===== src/rtl/delay_pkg.sv =====
// Shared definitions for the programmable delay line: FSM states, output
// source selection and a constant-evaluable clog2.
package delay_pkg;

    typedef enum logic {
        ST_FILL = 1'b0,
        ST_RUN  = 1'b1
    } state_t;

    // Source of the registered output word.
    typedef enum logic [1:0] {
        SEL_ZERO = 2'd0,
        SEL_RAM  = 2'd1,
        SEL_BYP  = 2'd2
    } out_sel_t;

    // Bits needed to index 'value' distinct items (ceil(log2(value))).
    function automatic int clog2(input int value);
        int result;
        result = 0;
        for (int i = 0; i < 31; i++) begin
            if ((1 << i) < value) result = i + 1;
        end
        return result;
    endfunction

endpackage


===== src/rtl/delay_ram.sv =====
// Simple dual-port RAM, synchronous read, read-first on same-address
// collision. Contents are never reset.
module delay_ram #(
    parameter int WIDTH = 32,
    parameter int AW    = 7
) (
    input  logic             clk,
    input  logic             wr_en,
    input  logic [AW-1:0]    wr_addr,
    input  logic [WIDTH-1:0] wr_data,
    input  logic             rd_en,
    input  logic [AW-1:0]    rd_addr,
    output logic [WIDTH-1:0] rd_data
);

    logic [WIDTH-1:0] mem [0:(1 << AW)-1];

    // NOTE: no reset on the array so it maps onto block RAM; readers must
    // never consume a word before it has been written.
    always_ff @(posedge clk) begin
        if (wr_en) mem[wr_addr] <= wr_data;
        // NOTE: non-blocking read and write of the same word give read-first
        // behaviour: the read sees the value from before this edge.
        if (rd_en) rd_data <= mem[rd_addr];
    end

endmodule


===== src/rtl/prog_delay_line.sv =====
// Multi-channel delay line with a runtime-loadable depth of 0..MAX_DELAY
// valid samples, built on a circular RAM buffer.
module prog_delay_line
    import delay_pkg::*;
#(
    parameter int DATA_WIDTH    = 8,
    parameter int NUM_CH        = 4,
    parameter int MAX_DELAY     = 64,
    parameter int DEFAULT_DELAY = 4,
    localparam int AW           = clog2(MAX_DELAY + 1),
    localparam int W            = NUM_CH * DATA_WIDTH
) (
    input  logic          clk,
    input  logic          rst_n,
    input  logic [W-1:0]  din,
    input  logic          din_valid,
    input  logic [AW:0]   delay_in,
    input  logic          delay_ld,
    output logic [W-1:0]  dout,
    output logic          dout_valid,
    output logic          data_valid,
    output logic          cfg_err
);

    localparam logic [AW:0] MAX_W = (AW + 1)'(MAX_DELAY);

    state_t        state_q, state_eff, state_d;
    out_sel_t      sel_q;
    logic [AW-1:0] delay_q, fill_cnt, wr_ptr;
    logic [AW-1:0] delay_new, delay_eff, fill_eff, fill_d, rd_addr;
    logic [W-1:0]  byp_q, ram_rd_data;
    logic          clamp, sample_ok;

    assign clamp     = delay_in > MAX_W;
    assign delay_new = clamp ? AW'(MAX_DELAY) : delay_in[AW-1:0];

    // A load takes effect for the sample presented in the same cycle.
    assign delay_eff = delay_ld ? delay_new : delay_q;
    assign fill_eff  = delay_ld ? '0 : fill_cnt;
    assign rd_addr   = wr_ptr - delay_eff;
    assign sample_ok = (state_eff == ST_RUN) || (fill_eff == delay_eff);

    // NOTE: every output of this block is assigned a default first, so no
    // path leaves a value unassigned and no latch is inferred.
    always_comb begin
        state_eff = state_q;
        fill_d    = fill_eff;
        if (delay_ld) state_eff = (delay_new == '0) ? ST_RUN : ST_FILL;
        state_d = state_eff;
        if (din_valid && state_eff == ST_FILL) begin
            if (fill_eff == delay_eff) state_d = ST_RUN;
            else                       fill_d  = fill_eff + 1'b1;
        end
    end

    always_ff @(posedge clk) begin
        if (!rst_n) begin
            state_q    <= ST_FILL;
            delay_q    <= AW'(DEFAULT_DELAY);
            fill_cnt   <= '0;
            wr_ptr     <= '0;
            sel_q      <= SEL_ZERO;
            byp_q      <= '0;
            dout_valid <= 1'b0;
            data_valid <= 1'b0;
            cfg_err    <= 1'b0;
        end else begin
            state_q    <= state_d;
            fill_cnt   <= fill_d;
            dout_valid <= din_valid;
            data_valid <= din_valid && sample_ok;
            cfg_err    <= delay_ld && clamp;
            if (delay_ld) delay_q <= delay_new;
            if (din_valid) begin
                wr_ptr <= wr_ptr + 1'b1;
                byp_q  <= din;
                if (!sample_ok)            sel_q <= SEL_ZERO;
                else if (delay_eff == '0)  sel_q <= SEL_BYP;
                else                       sel_q <= SEL_RAM;
            end
        end
    end

    // Read port only advances on accepted samples so dout holds in gaps.
    delay_ram #(
        .WIDTH (W),
        .AW    (AW)
    ) u_ram (
        .clk     (clk),
        .wr_en   (din_valid && rst_n),
        .wr_addr (wr_ptr),
        .wr_data (din),
        .rd_en   (din_valid && rst_n),
        .rd_addr (rd_addr),
        .rd_data (ram_rd_data)
    );

    always_comb begin
        dout = '0;
        case (sel_q)
            SEL_RAM: dout = ram_rd_data;
            SEL_BYP: dout = byp_q;
            default: dout = '0;
        endcase
    end

endmodule


===== config.mk =====
export PLATFORM = sky130hd
export DESIGN_NAME = prog_delay_line
export DESIGN_NICKNAME = d
export VERILOG_FILES = /design/src/rtl/delay_pkg.sv /design/src/rtl/delay_ram.sv /design/src/rtl/prog_delay_line.sv
export SDC_FILE = /design/constraint.sdc
export NUM_CORES = 2
export LEC_CHECK = 0
export CAP_MARGIN = 20
export CORE_UTILIZATION = 34
export CTS_CLUSTER_DIAMETER = 150
export DETAILED_ROUTE_END_ITERATION = 10
export PLACE_DENSITY = 0.5
export SLEW_MARGIN = 20
export SYNTH_ARGS = -nofsm -noshare
export SYNTH_HDL_FRONTEND = slang
export SYNTH_HIERARCHICAL = 1
export SYNTH_SLANG_ARGS = --single-unit

===== constraint.sdc =====
create_clock -name clk -period 12.85 [get_ports clk]
set_input_delay 1.9275 -clock clk [delete_from_list [all_inputs] [get_ports clk]]
set_output_delay 1.9275 -clock clk [all_outputs]
set_load 0.01 [all_outputs]

-- Word-level counts from Yosys, hierarchy flattened
Memories as Yosys holds them, arrays and structs flattened. A register that Yosys moved wholly into a read port is not among the register bits.
Cells that the tools add are included.
- register bits: 59
- bits in writable memories: 4096
- bits of input ports: 44
- logic and storage cells: 39
- memories: 1
- memories (name ; depth ; width ; read ports ; clocked after Yosys merged registers in ; write ports ; RTL line ; source):
    u_ram.mem ; 128 ; 32 ; 1 ; 1 ; 1 ; delay_ram.sv:16 ; logic [WIDTH-1:0] mem [0:(1 << AW)-1];
- add/subtract/negate cells: 3
- $lt $le $gt $ge: 1
- eq/ne operators: 3
- mux-type cells: 14
- bitwise logic cells: 1
- reductions and logical operators: 7
- operator list (kind ; count):
    $pmux W32 S2 ; 1
    $mux W7 ; 5
    $add A7 B1 Y7 const B ; 2
    $logic_not A7 Y1 ; 2
    $gt A8 B7 Y1 const B ; 1
    $eq A7 B7 Y1 ; 1
    $sub A7 B7 Y7 ; 1
    $mux W1 ; 6
    $logic_and A1 B1 Y1 ; 4
    $mux W2 ; 2
    $eq A2 B1 Y1 const B ; 1
    $eq A2 B2 Y1 const B ; 1
    $logic_or A1 B1 Y1 ; 1
    $not A1 Y1 ; 1

-- Logic depth before layout (Yosys ltp)
- depth after elaboration: 8
- mapped depth: 15
- mapped depth without buffers: 12

-- Cells and area by module
The synthesis kept the hierarchy.
- modules (own cells, without submodules) (module ; instances ; cells each ; area each (um2) ; sequential area each (um2)):
    delay_ram ; 1 ; 5990 ; 156596.4 ; 123958.9
    prog_delay_line ; 1 ; 359 ; 3171.8 ; 1181.1

-- Worst setup path before layout
OpenSTA, ideal clock, no wires.
- path type: input-to-reg
- from: input din_valid
- to: memory u_ram.mem[98][0] (enable)
- setup time: 0.461 ns
- arrival time: 5.763 ns
- slack: 6.626 ns
- stages on the path: 5
- buffers on the path: 2
- path through: buf_2 > and2_1 > clkbuf_1 > nand4_1 > nor3_1
- cells in the longest elaborated chain, start to end: 3
- ends and longest elaborated chain (what ; RTL line ; source):
    start: declaration ; prog_delay_line.sv:16 ; input logic din_valid,
    $logic_and A1 B1 Y1 ; prog_delay_line.sv:90 ; .wr_en (din_valid && rst_n),
    $mux W1 ; delay_ram.sv:21 ; if (wr_en) mem[wr_addr] <= wr_data;
    $mux W1 (not written as such) ; delay_ram.sv:21 ;
    end: declaration ; delay_ram.sv:16 ;
No other way between the ends.

-- Worst setup path after layout
- from: input delay_ld
- to: register u_ram.rd_data[16], read port of u_ram.mem, data pin
- cells in the longest elaborated chain, start to end: 2
- ends and longest elaborated chain (what ; RTL line ; source):
    start: declaration ; prog_delay_line.sv:18 ; input logic delay_ld,
    $mux W7 ; n/a ;
    named net delay_eff[0] ; prog_delay_line.sv:30 ; logic [AW-1:0] delay_new, delay_eff, fill_eff, fill_d, rd_addr;
    $sub A7 B7 Y7 ; prog_delay_line.sv:40 ; assign rd_addr = wr_ptr - delay_eff;
    named net rd_addr[2] ; prog_delay_line.sv:30 ;
    end: declaration ; delay_ram.sv:13 ; output logic [WIDTH-1:0] rd_data
The timed path passes the listed nets, and every way through them passes these cells.
A chain may end at the register's enable or synchronous reset.

==> flow_summary.json <==
{
  "yosysWarnings": 6,
  "grt_pass1_vias": 75360,
  "path_cells": "clkdlybuf4s50_1 -> nor2b_1 -> a31oi_1 -> inv_1 -> ha_1 -> fa_1 -> xnor2_2 -> buf_4 -> buf_4 -> buf_4 -> mux4_2 -> mux4_2 -> mux4_2 -> mux2_2",
  "outcome": "finished, final reports clean",
  "die_w_um": 687.5,
  "synthesis.instances": 6349,
  "fmax_mhz": 132.3,
  "seq_area_um2": 125100,
  "ctsHoldBuffers": 0,
  "drv_cap": 0,
  "syn_to_final_growth_pct": 15.05,
  "via_count": 73980,
  "cts_tree": "yes",
  "synth-main-ff-cell": "edfxtp_1",
  "slew_violations": 0,
  "reg2regPathDepth": 13,
  "grt_first_pass_wirelength_mm": 632.5,
  "synth-seq-cells": 4187,
  "syn_area_per_cell_um2": 25.16,
  "cp-end-kind": "register",
  "die-area_um2": 472600,
  "core.rowCount": 251,
  "intPower_mw": 23.57,
  "dp.cells": 12520,
  "cts_sinks": 4187,
  "synth_cell_type_count": 47,
  "final_cell_mix": "edfxtp_1, mux4_2, clkbuf_16",
  "multi_input_area_um2": 34170,
  "wl_per_cell_um": 34.58,
  "skew_ps": 104.1,
  "grt_start_max_net_pins": 116,
  "gp_congestion": 0.7637,
  "path_clk_slew_ps": 60,
  "setup_tns_ps": 0,
  "viasPerCell": 5.543,
  "cp_max_fo": 56,
  "reg2reg_to": "u_ram/rd_data[16]$_DFFE_PP_",
  "rsz0062_at_grt": "no",
  "finalInstanceArea_um2": 183800,
  "start_util_pct": 34.17,
  "min_from": "fill_cnt[6]$_SDFF_PN0_",
  "r2r-start": "delay_q[0]$_SDFF_PN0_",
  "clkLatencyLatePin_ps": 1090,
  "worst_slew_margin_rel_pct": 25.12,
  "p_clk_share_pct": 39.7,
  "power_switching_mw": 7.591,
  "cpMaxStageDelayCell": "clkdlybuf4s50_1",
  "hold_viol": 0,
  "cts-root-buf": "clkbuf_16",
  "setup_viol": 0,
  "fill_cells": 40800,
  "cts_htree_levels": 5,
  "fin_ws_ps": 5291,
  "pwr-share-seq_pct": 48.5,
  "numCtsBuffers": 437,
  "power.density_nw_per_um2": 169.5,
  "synth_edf_count": 4128,
  "dp_hpwl_mm": 244.7,
  "grt_usage_pct": 19.36,
  "dr.pass1.iters": 5,
  "post_cts.repair.setup_buffers": 0,
  "synthesis.nets": 6405,
  "synth_area_um2": 159800,
  "core_um2": 467600,
  "final_cells": 13350,
  "max_stage_delay_ps": 950,
  "p_leak_nw": 54.92,
  "routed_wl_mm": 461.6,
  "fin_nets": 6815,
  "worst_pin_slew_ps": 1123,
  "place_ws_ps": 4302,
  "r2r_slack_ps": 6840,
  "start_kind": "input pin",
  "synthArstFlopShare_pct": 0,
  "placed_cell_area_um2": 169800,
  "min_path_type": "register to register",
  "gr-total-overflow": 0,
  "switching_share_pct": 24.36,
  "antenna_found_initial": 61,
  "ant_nets": 0,
  "yosysSeqAreaShare_pct": 78.33,
  "drive_gt1_share_pct": 33.58,
  "period_needed_ps": 7559,
  "ios": 79,
  "postCtsResizedCells": 0,
  "vdd_drop_max_mv": 0.1314,
  "cp_data_arrival_time_ps": 8340,
  "layout_commonest_cell": "edfxtp_1",
  "drcViolationCount": 0,
  "critPathKind": "input pin to register",
  "port_buffers": 78,
  "die_h_um": 687.5,
  "min_path_cells": 2,
  "combPwrFrac_pct": 11.8,
  "whs_ps": 506.7,
  "finalCritPeriodShare_pct": 58.82,
  "cp.required_ps": 13630,
  "drtIter0Drc": 9688,
  "holdPathEnd": "fill_cnt[6]$_SDFF_PN0_",
  "clk_path_buf_depth": 4
}
[how the worst max path moves through the flow]
stage / start / end / slack (ps) / cells after the start
floorplan: din_valid / u_ram/mem[98][0]$_DFFE_PP_ / 6630 / 5
global placement: delay_ld / u_ram/rd_data[16]$_DFFE_PP_ / 4270 / 13
detailed placement: delay_ld / u_ram/rd_data[16]$_DFFE_PP_ / 4300 / 14
CTS: delay_ld / u_ram/rd_data[16]$_DFFE_PP_ / 5410 / 14
global route: delay_ld / u_ram/rd_data[15]$_DFFE_PP_ / 5080 / 14
finish: delay_ld / u_ram/rd_data[16]$_DFFE_PP_ / 5290 / 14
[through the flow]
stage / utilization (%) / power, mW
after CTS: 39.29 / 31.48
after global routing: 39.30 / 32.06
after floorplan: - / 17.51
final: 39.31 / 31.16
after detailed placement: 36.31 / 19.16
after global placement: 36.31 / 19.14
[power groups by stage]
| stage | clock network (mW) | registers [mW] | logic (mW) |
|---|---|---|---|
| after floorplan | 0 | 15.4 | 2.15 |
| after global placement | 0 | 15.4 | 3.73 |
| after detailed placement | 0 | 15.4 | 3.75 |
| after CTS | 12.6 | 15.1 | 3.76 |
| after global routing | 13.1 | 15.1 | 3.86 |
| final | 12.4 | 15.1 | 3.68 |
[cell families (layout without fill, tap and decap cells)]
kind of cell	count (synthesis)	in the layout	share of synthesized area, %
flip-flops	4187	4187	78.33
buffers and inverters	356	1131	0.9241
AO/OA/AOI/OAI	72	72	0.3289
other	0	24	0
adder cells (fa/ha/maj)	12	12	0.09867
multiplexers	1410	1410	19.38
XOR/XNOR	15	15	0.08223
AND/OR/NAND/NOR	297	297	0.8560
[cells in the mapped netlist (2+ instances only)]
cell	n	share of area [%]
edfxtp_1	4128	78
mux4_2	1344	19
clkbuf_1	198	0.47
nor2_1	161	0.38
buf_2	85	0.27
dfxtp_1	59	0.74
nor2b_1	56	0.22
buf_1	50	0.12
mux2i_1	34	0.21
a22oi_1	32	0.15
mux2_2	32	0.23
nand2_1	24	0.056
nand3_1	18	0.056
inv_1	16	0.038
nor3_1	12	0.038
ha_1	11	0.086
and2_1	9	0.035
xnor2_1	9	0.049
a21oi_1	6	0.019
a31oi_1	6	0.023
nand4_1	6	0.023
o21ai_0	6	0.019
xor2_1	6	0.033
a21boi_1	3	0.014
a22o_1	3	0.016
buf_4	3	0.014
buf_6	3	0.021
nand2b_1	3	0.012
or3_1	3	0.012
a21boi_2	2	0.014
a21o_1	2	0.0094
o22ai_1	2	0.0078
o31ai_1	2	0.0094
or4_1	2	0.0094
[layout make-up]
type | count | share of cell area, %
Antenna cell | 24 | 0.03267
Clock buffer | 523 | 6.193
Clock inverter | 281 | 1.380
Inverter | 17 | 0.04288
Multi-Input combinational cell | 1806 | 18.59
Sequential cell | 4187 | 68.08
Tap cell | 6198 | 4.219
Timing Repair Buffer | 310 | 1.463
[flip-flops by register name, indices dropped and copies added, names as in the netlist]
register and flops:
wr_ptr 7, data_valid 1, state_q 1, dout_valid 1, sel_q 2, fill_cnt 7
cfg_err 1, delay_q 7, byp_q 32, u_ram/mem 4096, u_ram/rd_data 32
[routing by layer]
layer  vias up  global-route usage, %  routed length, µm
li1      28590                      -                  -
met1     41940                  28.41             201400
met2      2862                  30.24             215000
met3       564                  3.465              35190
met4        20                  4.342               9872
met5         -                      0                127
[critical path: cells and delay by family]
family / cells / cell delay (ps)
AO/OA/AOI/OAI: 1 / 330
XOR/XNOR: 1 / 320
adder cells (fa/ha/maj): 2 / 680
buffers and inverters: 5 / 3020
multiplexers: 4 / 1740
AND/OR/NAND/NOR: 1 / 100
Note: power is estimated with default switching activity, not from simulation.
